File: src/rtl/mult_pkg.sv
// rtl/mult_pkg.sv - shared types and codes for the sequential Karatsuba multiplier
package mult_pkg;

  typedef enum logic [3:0] {
    S_IDLE, S_CLR, S_Z0, S_Z2, S_SA, S_SB, S_Z1M, S_S0, S_S2, S_C1, S_C2, S_DONE
  } state_t;

  localparam logic OP_ADD = 1'b1;
  localparam logic OP_SUB = 1'b0;

  typedef enum logic [1:0] {
    MUL_LL, MUL_HH, MUL_SS
  } mul_sel_t;

  typedef enum logic [2:0] {
    AS_AHAL, AS_BHBL, AS_MZ0, AS_Z1Z2, AS_C1, AS_C2
  } as_sel_t;

endpackage

File: src/rtl/mult_addsub.sv
// rtl/mult_addsub.sv - shared (H+1)x(H+1) multiplier and 2*WIDTH add/sub with operand muxes
module mult_addsub
  import mult_pkg::*;
#(
  parameter int WIDTH = 8
) (
  input  mul_sel_t                 mul_sel,
  input  as_sel_t                  as_sel,
  input  logic                     as_op,
  input  logic [WIDTH-1:0]         a_r,
  input  logic [WIDTH-1:0]         b_r,
  input  logic [WIDTH/2:0]         sa,
  input  logic [WIDTH/2:0]         sb,
  input  logic [WIDTH-1:0]         z0,
  input  logic [WIDTH-1:0]         z2,
  input  logic [WIDTH+1:0]         m,
  input  logic [WIDTH:0]           z1,
  input  logic [2*WIDTH-1:0]       acc,
  output logic [WIDTH+1:0]         mul_out,
  output logic [2*WIDTH-1:0]       as_out
);

  localparam int H  = WIDTH / 2;
  localparam int PW = 2 * WIDTH;

  logic [H:0]    mul_x, mul_y;
  logic [PW-1:0] as_x, as_y;

  always_comb begin
    mul_x = '0;
    mul_y = '0;
    case (mul_sel)
      MUL_LL: begin
        mul_x = {1'b0, a_r[H-1:0]};
        mul_y = {1'b0, b_r[H-1:0]};
      end
      MUL_HH: begin
        mul_x = {1'b0, a_r[WIDTH-1:H]};
        mul_y = {1'b0, b_r[WIDTH-1:H]};
      end
      MUL_SS: begin
        mul_x = sa;
        mul_y = sb;
      end
      default: ;
    endcase
  end

  assign mul_out = mul_x * mul_y;

  // Every operand is zero-extended to the full product width before the add/sub
  always_comb begin
    as_x = '0;
    as_y = '0;
    case (as_sel)
      AS_AHAL: begin
        as_x = {{(PW-H){1'b0}}, a_r[WIDTH-1:H]};
        as_y = {{(PW-H){1'b0}}, a_r[H-1:0]};
      end
      AS_BHBL: begin
        as_x = {{(PW-H){1'b0}}, b_r[WIDTH-1:H]};
        as_y = {{(PW-H){1'b0}}, b_r[H-1:0]};
      end
      AS_MZ0: begin
        as_x = {{(PW-WIDTH-2){1'b0}}, m};
        as_y = {{(PW-WIDTH){1'b0}}, z0};
      end
      AS_Z1Z2: begin
        as_x = {{(PW-WIDTH-1){1'b0}}, z1};
        as_y = {{(PW-WIDTH){1'b0}}, z2};
      end
      AS_C1: begin
        as_x = {{(PW-WIDTH){1'b0}}, z0};
        as_y = {{(PW-WIDTH-1-H){1'b0}}, z1, {H{1'b0}}};
      end
      AS_C2: begin
        as_x = acc;
        as_y = {z2, {WIDTH{1'b0}}};
      end
      default: ;
    endcase
  end

  assign as_out = (as_op == OP_ADD) ? (as_x + as_y) : (as_x - as_y);

endmodule

File: src/rtl/mult_seq.sv
// rtl/mult_seq.sv - multi-cycle unsigned multiplier, one-level Karatsuba over shared arithmetic
module mult_seq
  import mult_pkg::*;
#(
  parameter int WIDTH = 8
) (
  input  logic                 clk,
  input  logic                 rst,
  input  logic                 start,
  input  logic [WIDTH-1:0]     a,
  input  logic [WIDTH-1:0]     b,
  output logic                 busy,
  output logic                 done,
  output logic [2*WIDTH-1:0]   product
);

  localparam int H = WIDTH / 2;

  state_t   state, state_nxt;
  mul_sel_t mul_sel;
  as_sel_t  as_sel;
  logic     as_op;

  logic [WIDTH-1:0]   a_r, b_r;
  logic [2*H-1:0]     z0, z2;
  logic [H:0]         sa, sb;
  logic [2*H+1:0]     m, mul_out;
  logic [2*H:0]       z1;
  logic [2*WIDTH-1:0] acc, as_out;

  mult_addsub #(.WIDTH(WIDTH)) u_arith (
    .mul_sel (mul_sel),
    .as_sel  (as_sel),
    .as_op   (as_op),
    .a_r     (a_r),
    .b_r     (b_r),
    .sa      (sa),
    .sb      (sb),
    .z0      (z0),
    .z2      (z2),
    .m       (m),
    .z1      (z1),
    .acc     (acc),
    .mul_out (mul_out),
    .as_out  (as_out)
  );

  always_ff @(posedge clk or posedge rst) begin
    if (rst) state <= S_IDLE;
    else     state <= state_nxt;
  end

  always_comb begin
    state_nxt = state;
    busy      = 1'b1;
    done      = 1'b0;
    mul_sel   = MUL_LL;
    as_sel    = AS_AHAL;
    as_op     = OP_ADD;
    case (state)
      S_IDLE: begin
        busy = 1'b0;
        if (start) state_nxt = S_CLR;
      end
      S_CLR:  state_nxt = S_Z0;
      S_Z0:  begin mul_sel = MUL_LL; state_nxt = S_Z2; end
      S_Z2:  begin mul_sel = MUL_HH; state_nxt = S_SA; end
      S_SA:  begin as_sel = AS_AHAL; as_op = OP_ADD; state_nxt = S_SB; end
      S_SB:  begin as_sel = AS_BHBL; as_op = OP_ADD; state_nxt = S_Z1M; end
      S_Z1M: begin mul_sel = MUL_SS; state_nxt = S_S0; end
      S_S0:  begin as_sel = AS_MZ0;  as_op = OP_SUB; state_nxt = S_S2; end
      S_S2:  begin as_sel = AS_Z1Z2; as_op = OP_SUB; state_nxt = S_C1; end
      S_C1:  begin as_sel = AS_C1;   as_op = OP_ADD; state_nxt = S_C2; end
      S_C2:  begin as_sel = AS_C2;   as_op = OP_ADD; state_nxt = S_DONE; end
      S_DONE: begin
        done      = 1'b1;
        state_nxt = S_IDLE;
      end
      default: state_nxt = S_IDLE;
    endcase
  end

  // S_CLR wipes the previous operation's intermediates before the new one starts
  always_ff @(posedge clk or posedge rst) begin
    if (rst) begin
      a_r     <= '0;
      b_r     <= '0;
      z0      <= '0;
      z2      <= '0;
      sa      <= '0;
      sb      <= '0;
      m       <= '0;
      z1      <= '0;
      acc     <= '0;
      product <= '0;
    end else begin
      case (state)
        S_IDLE: if (start) begin
          a_r <= a;
          b_r <= b;
        end
        S_CLR: begin
          z0  <= '0;
          z2  <= '0;
          sa  <= '0;
          sb  <= '0;
          m   <= '0;
          z1  <= '0;
          acc <= '0;
        end
        S_Z0:  z0 <= mul_out[2*H-1:0];
        S_Z2:  z2 <= mul_out[2*H-1:0];
        S_SA:  sa <= as_out[H:0];
        S_SB:  sb <= as_out[H:0];
        S_Z1M: m  <= mul_out;
        S_S0:  z1 <= as_out[2*H:0];
        S_S2:  z1 <= as_out[2*H:0];
        S_C1:  acc <= as_out;
        S_C2: begin
          acc     <= as_out;
          product <= as_out;
        end
        default: ;
      endcase
    end
  end

endmodule

File: config.mk
export PLATFORM = sky130hd
export DESIGN_NAME = mult_seq
export DESIGN_NICKNAME = d
export VERILOG_FILES = /design/src/rtl/mult_pkg.sv /design/src/rtl/mult_addsub.sv /design/src/rtl/mult_seq.sv
export SDC_FILE = /design/constraint.sdc
export NUM_CORES = 1
export LEC_CHECK = 0
export ABC_AREA = 1
export BUFFER_PORTS_ARGS = -buffer_cell sky130_fd_sc_hd__buf_4
export CAP_MARGIN = 20
export CORE_UTILIZATION = 50
export CTS_BUF_LIST = sky130_fd_sc_hd__clkbuf_4 sky130_fd_sc_hd__clkbuf_8 sky130_fd_sc_hd__clkbuf_16
export DETAILED_ROUTE_END_ITERATION = 10
export GPL_TIMING_DRIVEN = 1
export HOLD_SLACK_MARGIN = 0.08
export PLACE_DENSITY = 0.69
export SYNTH_ARGS = -nofsm -noshare
export SYNTH_HDL_FRONTEND = slang
export SYNTH_SLANG_ARGS = --single-unit
File: constraint.sdc
create_clock -name clk -period 15.25 [get_ports clk]
set_clock_uncertainty 0.1 [all_clocks]
set_input_delay 1.525 -clock clk [delete_from_list [all_inputs] [get_ports clk]]
set_output_delay 1.525 -clock clk [all_outputs]
set_load 0.005 [all_outputs]
### Yosys cells after proc, flatten, opt, wreduce, memory -nomap -nowiden

Cells that the tools add are included.
Widths: inputs -> output; s select.

| cells by class | value |
|---|---|
| add/sub/neg operators | 2 |
| multipliers | 1 |
| divide/modulo/power cells | 0 |
| order comparisons | 0 |
| eq/ne operators | 19 |
| shift-type cells | 0 |
| mux-type cells | 18 |
| bitwise logic cells | 0 |
| reduce and logical (&&, ||, !) cells | 13 |

Operators with widths:

| kind | count |
|---|---|
| $pmux 16 s6 | 2 |
| $pmux 4 s11 | 1 |
| $pmux 16 s2 | 1 |
| $pmux 8 s2 | 2 |
| $pmux 5 s3 | 2 |
| $pmux 10 s2 | 1 |
| $pmux 5 s2 | 2 |
| $pmux 9 s2 | 1 |
| $add 16x16->16 | 1 |
| $eq 4x3->1 const B | 4 |
| $eq 4x4->1 const B | 4 |
| $mux 16 | 1 |
| $sub 16x16->16 | 1 |
| $pmux 3 s5 | 1 |
| $reduce_bool 2->1 | 7 |
| $mul 5x5->10 | 1 |
| $eq 4x2->1 const B | 2 |
| $eq 3x2->1 const B | 2 |
| $eq 3x3->1 const B | 2 |
| $eq 4x1->1 const B | 1 |
| $logic_not 4->1 | 1 |
| $mux 4 | 1 |
| $pmux 2 s2 | 1 |
| $reduce_or 2->1 | 2 |
| 8 further kinds | 9 |

| word-level totals | value |
|---|---|
| flip-flop bits (word level) | 97 |
| latch bits | 0 |
| memory bits (writable) | 0 |
| ROM bits | 0 |
| bits of input ports | 19 |
| output and inout bits | 18 |
| word-level logic and storage cells | 64 |
| memories | 0 |

### Longest topological paths before layout

| logic depth | value |
|---|---|
| depth in word-level cells | 7 |
| gate-level depth with buffers | 27 |
| gate-level depth less buffers | 26 |

### Cells and area by module

From an unflattened synthesis, not the netlist that was laid out.

| unflattened totals | value |
|---|---|
| cell total of the unflattened synthesis | 867 |
| area total of the unflattened synthesis | 6610.1 um^2 |

By module, submodules not included:

| module | instances | cells each | area each (um^2) | seq. area each (um^2) |
|---|---|---|---|---|
| mult_seq | 1 | 398 | 3814.9 | 2427.3 |
| mult_addsub | 1 | 469 | 2795.2 | 0.0 |

### Worst setup path before layout

No wires, ideal clock.

| timing | value |
|---|---|
| path type | register to register |
| start point | register state[3] |
| end point | register m[9] |
| setup time | 141 ps |
| arrival time | 4586 ps |
| data required time | 15009 ps |
| setup slack | 10423 ps |
| stages on the path, launching flop included | 24 |
| buffers on the path | 1 |
| period minus slack after synthesis | 4827 ps |
| cell sequence | dfrtp_1 buf_4 inv_2 nand2_4 nor2_2 inv_2 nand2_2 nor2_1 a221oi_1 inv_1 nand2_1 fa_1 fa_1 fa_1 inv_1 ha_1 a21oi_1 nand2_1 a21oi_1 o21ai_0 a21o_1 a21oi_1 xnor2_1 o22ai_1 |

| between the ends | value |
|---|---|
| cells in the longest elaborated chain, start to end | 6 |
| elaborated cells on any way between the ends | 12 |
| classes of those cells | mul: 1; eq/ne: 5; mux: 4; reduce/logical: 2 |

Ends and longest elaborated chain:

| element | line | source |
|---|---|---|
| from (decl) | mult_seq.sv:19 | `state_t state, state_nxt;` |
| from (signal assigned) | mult_seq.sv:50 | `else state <= state_nxt;` |
| $eq 4x3->1 or $eq 4x2->1 (tied branches) | mult_seq.sv:60, mult_seq.sv:97 |  |
| $pmux 2 s2 | mult_seq.sv:60 | `case (state)` |
| $eq 2x2->1, or another cell as far along | mult_addsub.sv:32 | `case (mul_sel)` |
| $pmux 5 s3 | mult_addsub.sv:32 |  |
| $mul 5x5->10 | mult_addsub.sv:49 | `assign mul_out = mul_x * mul_y;` |
| $pmux 10 s2 | mult_seq.sv:97 | `case (state)` |
| to (signal assigned) | mult_seq.sv:115 | `S_Z1M: m <= mul_out;` |
| to (decl) | mult_seq.sv:27 | `logic [2*H+1:0] m, mul_out;` |

Parallel ways exist; a longest one is shown, timed or not.
A chain may end at the register's enable or synchronous reset.

### Final worst setup path

Same ends and word-level chain as after synthesis.

==> qor.csv <==
stage;metric;value;unit
synth;Synth Instances;784;
synth;Yosys cell types;44;
clock_network;CTS Buf Count;9;
drt;drt drc;0;
final_layout;# diodes;0;
clock_network;clock-pin slew on the worst setup and hold paths;0.07;ns
grt;initial antenna violation count;0;
placement;Port Buf Inserts;36;
synth;Mean Syn Cell Area;7.91;µm²
timing;Final Max Tran Viols;0;
synth;post-synthesis async set-or-reset flop share;100;%
die;Core ar.;12100;µm²
timing;relative slew slack;34.3;%
drt;vias;5533;
grt;met1 Use GR;39.5;%
clock_network;clk_lat worst skew;0.36;ns
clock_network;setup bufs post-CTS;0;
worst_setup_path;slowest CP cell;fa_1;
clock_network;post_cts resized;0;
synth;top cells by area, synth;dfrtp_1 39%, nand2_1 9.5%, ha_1 6.9%, inv_1 6.5%, nor2_1 4.6%;
final_layout;sequential cell area;2430;µm²
synth;yosys warns;0;
timing;setup TNS;0;ns
synth;Yosys top cell by area;dfrtp_1;
clock_network;clock buffer depth;2;
drt;ANT nets after route;0;
synth;Synth top area share;39.1;%
clock_network;hold buffers post-CTS;0;
grt;first-pass GRT wire length;28.1;mm
drt;1st-iter DRT viols;441;
worst_setup_path;critical path, cell by cell;inv_2 -> nand2_4 -> nor2_2 -> inv_2 -> nand2_2 -> nor2_1 -> a221oi_1 -> inv_1 -> nand2_1 -> fa_1 -> fa_1 -> fa_1 -> inv_1 -> ha_1 -> a21oi_1 -> nand2_1 -> a21oi_1 -> o21ai_0 -> a21o_1 -> a21oi_1 -> xnor2_1 -> o22ai_1;
final_layout;most frequent cells in the layout;157 x nand2_1, 106 x inv_1, 97 x dfrtp_1;
placement;DP Wirelength;13.0;mm
worst_setup_path;CP endpoint kind;flop;
worst_setup_path;Top delay family on crit path;adder cells;
die;die area;12900;µm²
final_layout;area delta synth->final;11.3;%
final_layout;Nets;879;
worst_setup_path;CP Data Arrival Time;5.65;ns
timing;worst hold slack;0.382;ns
timing;Hold Violations, Final;0;
grt;GRT Max-Usage Layer;met2;
die;initial core utilization;51.4;%
synth;EDFF count, synth;0;
timing;final setup fails;0;
drt;wire per inst;17.2;µm
synth;Post-Syn Area;6200;µm²
final_layout;Layout fillers;1109;
worst_setup_path;Bufs and invs on worst path;4;
worst_hold_path;hold crit path type;reg -> reg;
die;I/O pin count;37;
timing;minimum clock period;5.52;ns
die;die span in y;113;µm
final_layout;area of the multi-input gates;3240;µm²
final_layout;Finished Cell Area;6900;µm²
final_layout;share of cells above drive strength 1;11.6;%
clock_network;CTS tree;yes;
outcome;status;complete, no violations;
grt;vias in the first global route;5439;
timing;RSZ-0062 raised after global routing;false;
drt;vias per cell;5.59;
worst_setup_path;slowest stage delay, CP;0.54;ns
timing;Max Clock Freq;0.181;GHz
clock_network;clk sinks;97;
synth;Mapped Nets;847;
clock_network;root buffer cell;clkbuf_16;
die;FP Rows;40;
synth;top_reg_cell synth;dfrtp_1;
timing;fin crit share;36.2;%
worst_setup_path;CP Max Fanout;19;
drt;first-pass detailed-route iteration total;7;
die;Die Wd;113;µm
final_layout;leading cell type in the layout, fill and taps excluded;nand2_1;
flow_run;max_cap viols;0;
worst_setup_path;Worst EP required;15.38;ns
grt;total congestion overflow;0;
synth;post-synthesis sequential area ratio;39.1;%
worst_setup_path;CP Launch Type;flop;
timing;Worst-Margin Slew;0.983;ns
clock_network;CTS H-tree lvls;3;
grt;largest net degree at the start of global routing;65;
placement;DP Area;6620;µm²
placement;RD Place Congestion;0.967;
drt;routed wire length;17.0;mm
grt;GR Layer Usage met2;43.4;%
grt;All-Layer GR Usage;28.8;%
grt;met3 Track Usage GR;6.48;%
worst_setup_path;Worst Path Class, Setup;reg -> reg;
synth;#FFs+latches synth;97;
-- cells in the mapped netlist, types with 5 or more instances --
library cell,n
a21oi_1,32
a221oi_1,10
clkbuf_1,14
dfrtp_1,97
fa_1,10
ha_1,34
inv_1,107
inv_2,9
nand2_1,157
nand3_1,53
nand4_1,7
nor2_1,76
nor2_2,6
nor3_1,6
o21ai_0,56
o22ai_1,31
xnor2_1,5
xor2_1,18
-- stage by stage --
stage | util (%) | instances | setup slack, ns
2_1_floorplan | - | 784 | 10.42
3_3_place_gp | 54.9 | 973 | 10.00
3_5_place_dp | 54.9 | 973 | 9.77
4_1_cts | 57.2 | 989 | 9.73
5_1_grt | 57.2 | 989 | 9.31
6_report | 57.2 | 989 | 9.73
-- sequential cells by signal, summed over array words and instances, names as in the netlist --
signal	count
acc	16
sa	5
z0	8
z2	8
product	16
state	4
b_r	8
m	10
z1	9
a_r	8
sb	5
-- logic make-up (layout without fill, tap and decap cells) --
family                   Yosys count  after routing  synth area share (%)
XOR/XNOR                          23             23                  3.25
flip-flops                        97             97                  39.1
multiplexers                       4              4                 0.726
buffers and inverters            135            172                  8.56
adder cells (fa/ha/maj)           44             44                  10.1
AND/OR/NAND/NOR                  323            323                  22.7
AO/OA/AOI/OAI                    158            158                  15.6
-- metal layers --
metal,share of wire [%],routed length [µm],up-vias
met2,44,7540,193
met1,46,7780,2625
li1,-,-,2677
met4,3.0,518,0
met3,6.9,1170,38
met5,0,0,-
-- cell type report --
class	instances	share of cell area [%]
repair buffers	40	4.35
inverters	116	6.35
clock inverters	6	0.725
well taps	168	3.05
flip-flops and latches	97	35.2
multi-input cells	552	47.0
clock buffers	10	3.37
-- worst reg2reg max path: cells and delay by family (launching register included) --
family / cells / cell delay (ns)
adders and majority gates: 4 / 1.87
AOI/OAI and AO/OA: 7 / 1.25
DFF: 1 / 0.51
buffers and inverters: 4 / 0.58
xor gates and xnor gates: 1 / 0.13
and+or+nand+nor: 6 / 0.94
-- worst paths after layout --
path / startpoint / end / slack [ns] / depth (start not counted)
setup / recovery: state[3] / m[9] / 9.73 / 22
hold / removal: product[14] / product[14] / 0.38 / 2
setup reg to reg: state[3] / m[9] / 9.73 / 22
hold reg to reg: product[14] / product[14] / 0.38 / 2
max in group asynchronous: rst / m[4] / 12.85 / 3
min in group asynchronous: rst / acc[1] / 1.06 / 2
Power is not shown: default switching activity piles up to over one toggle a cycle in this logic, so the estimate is an artifact.
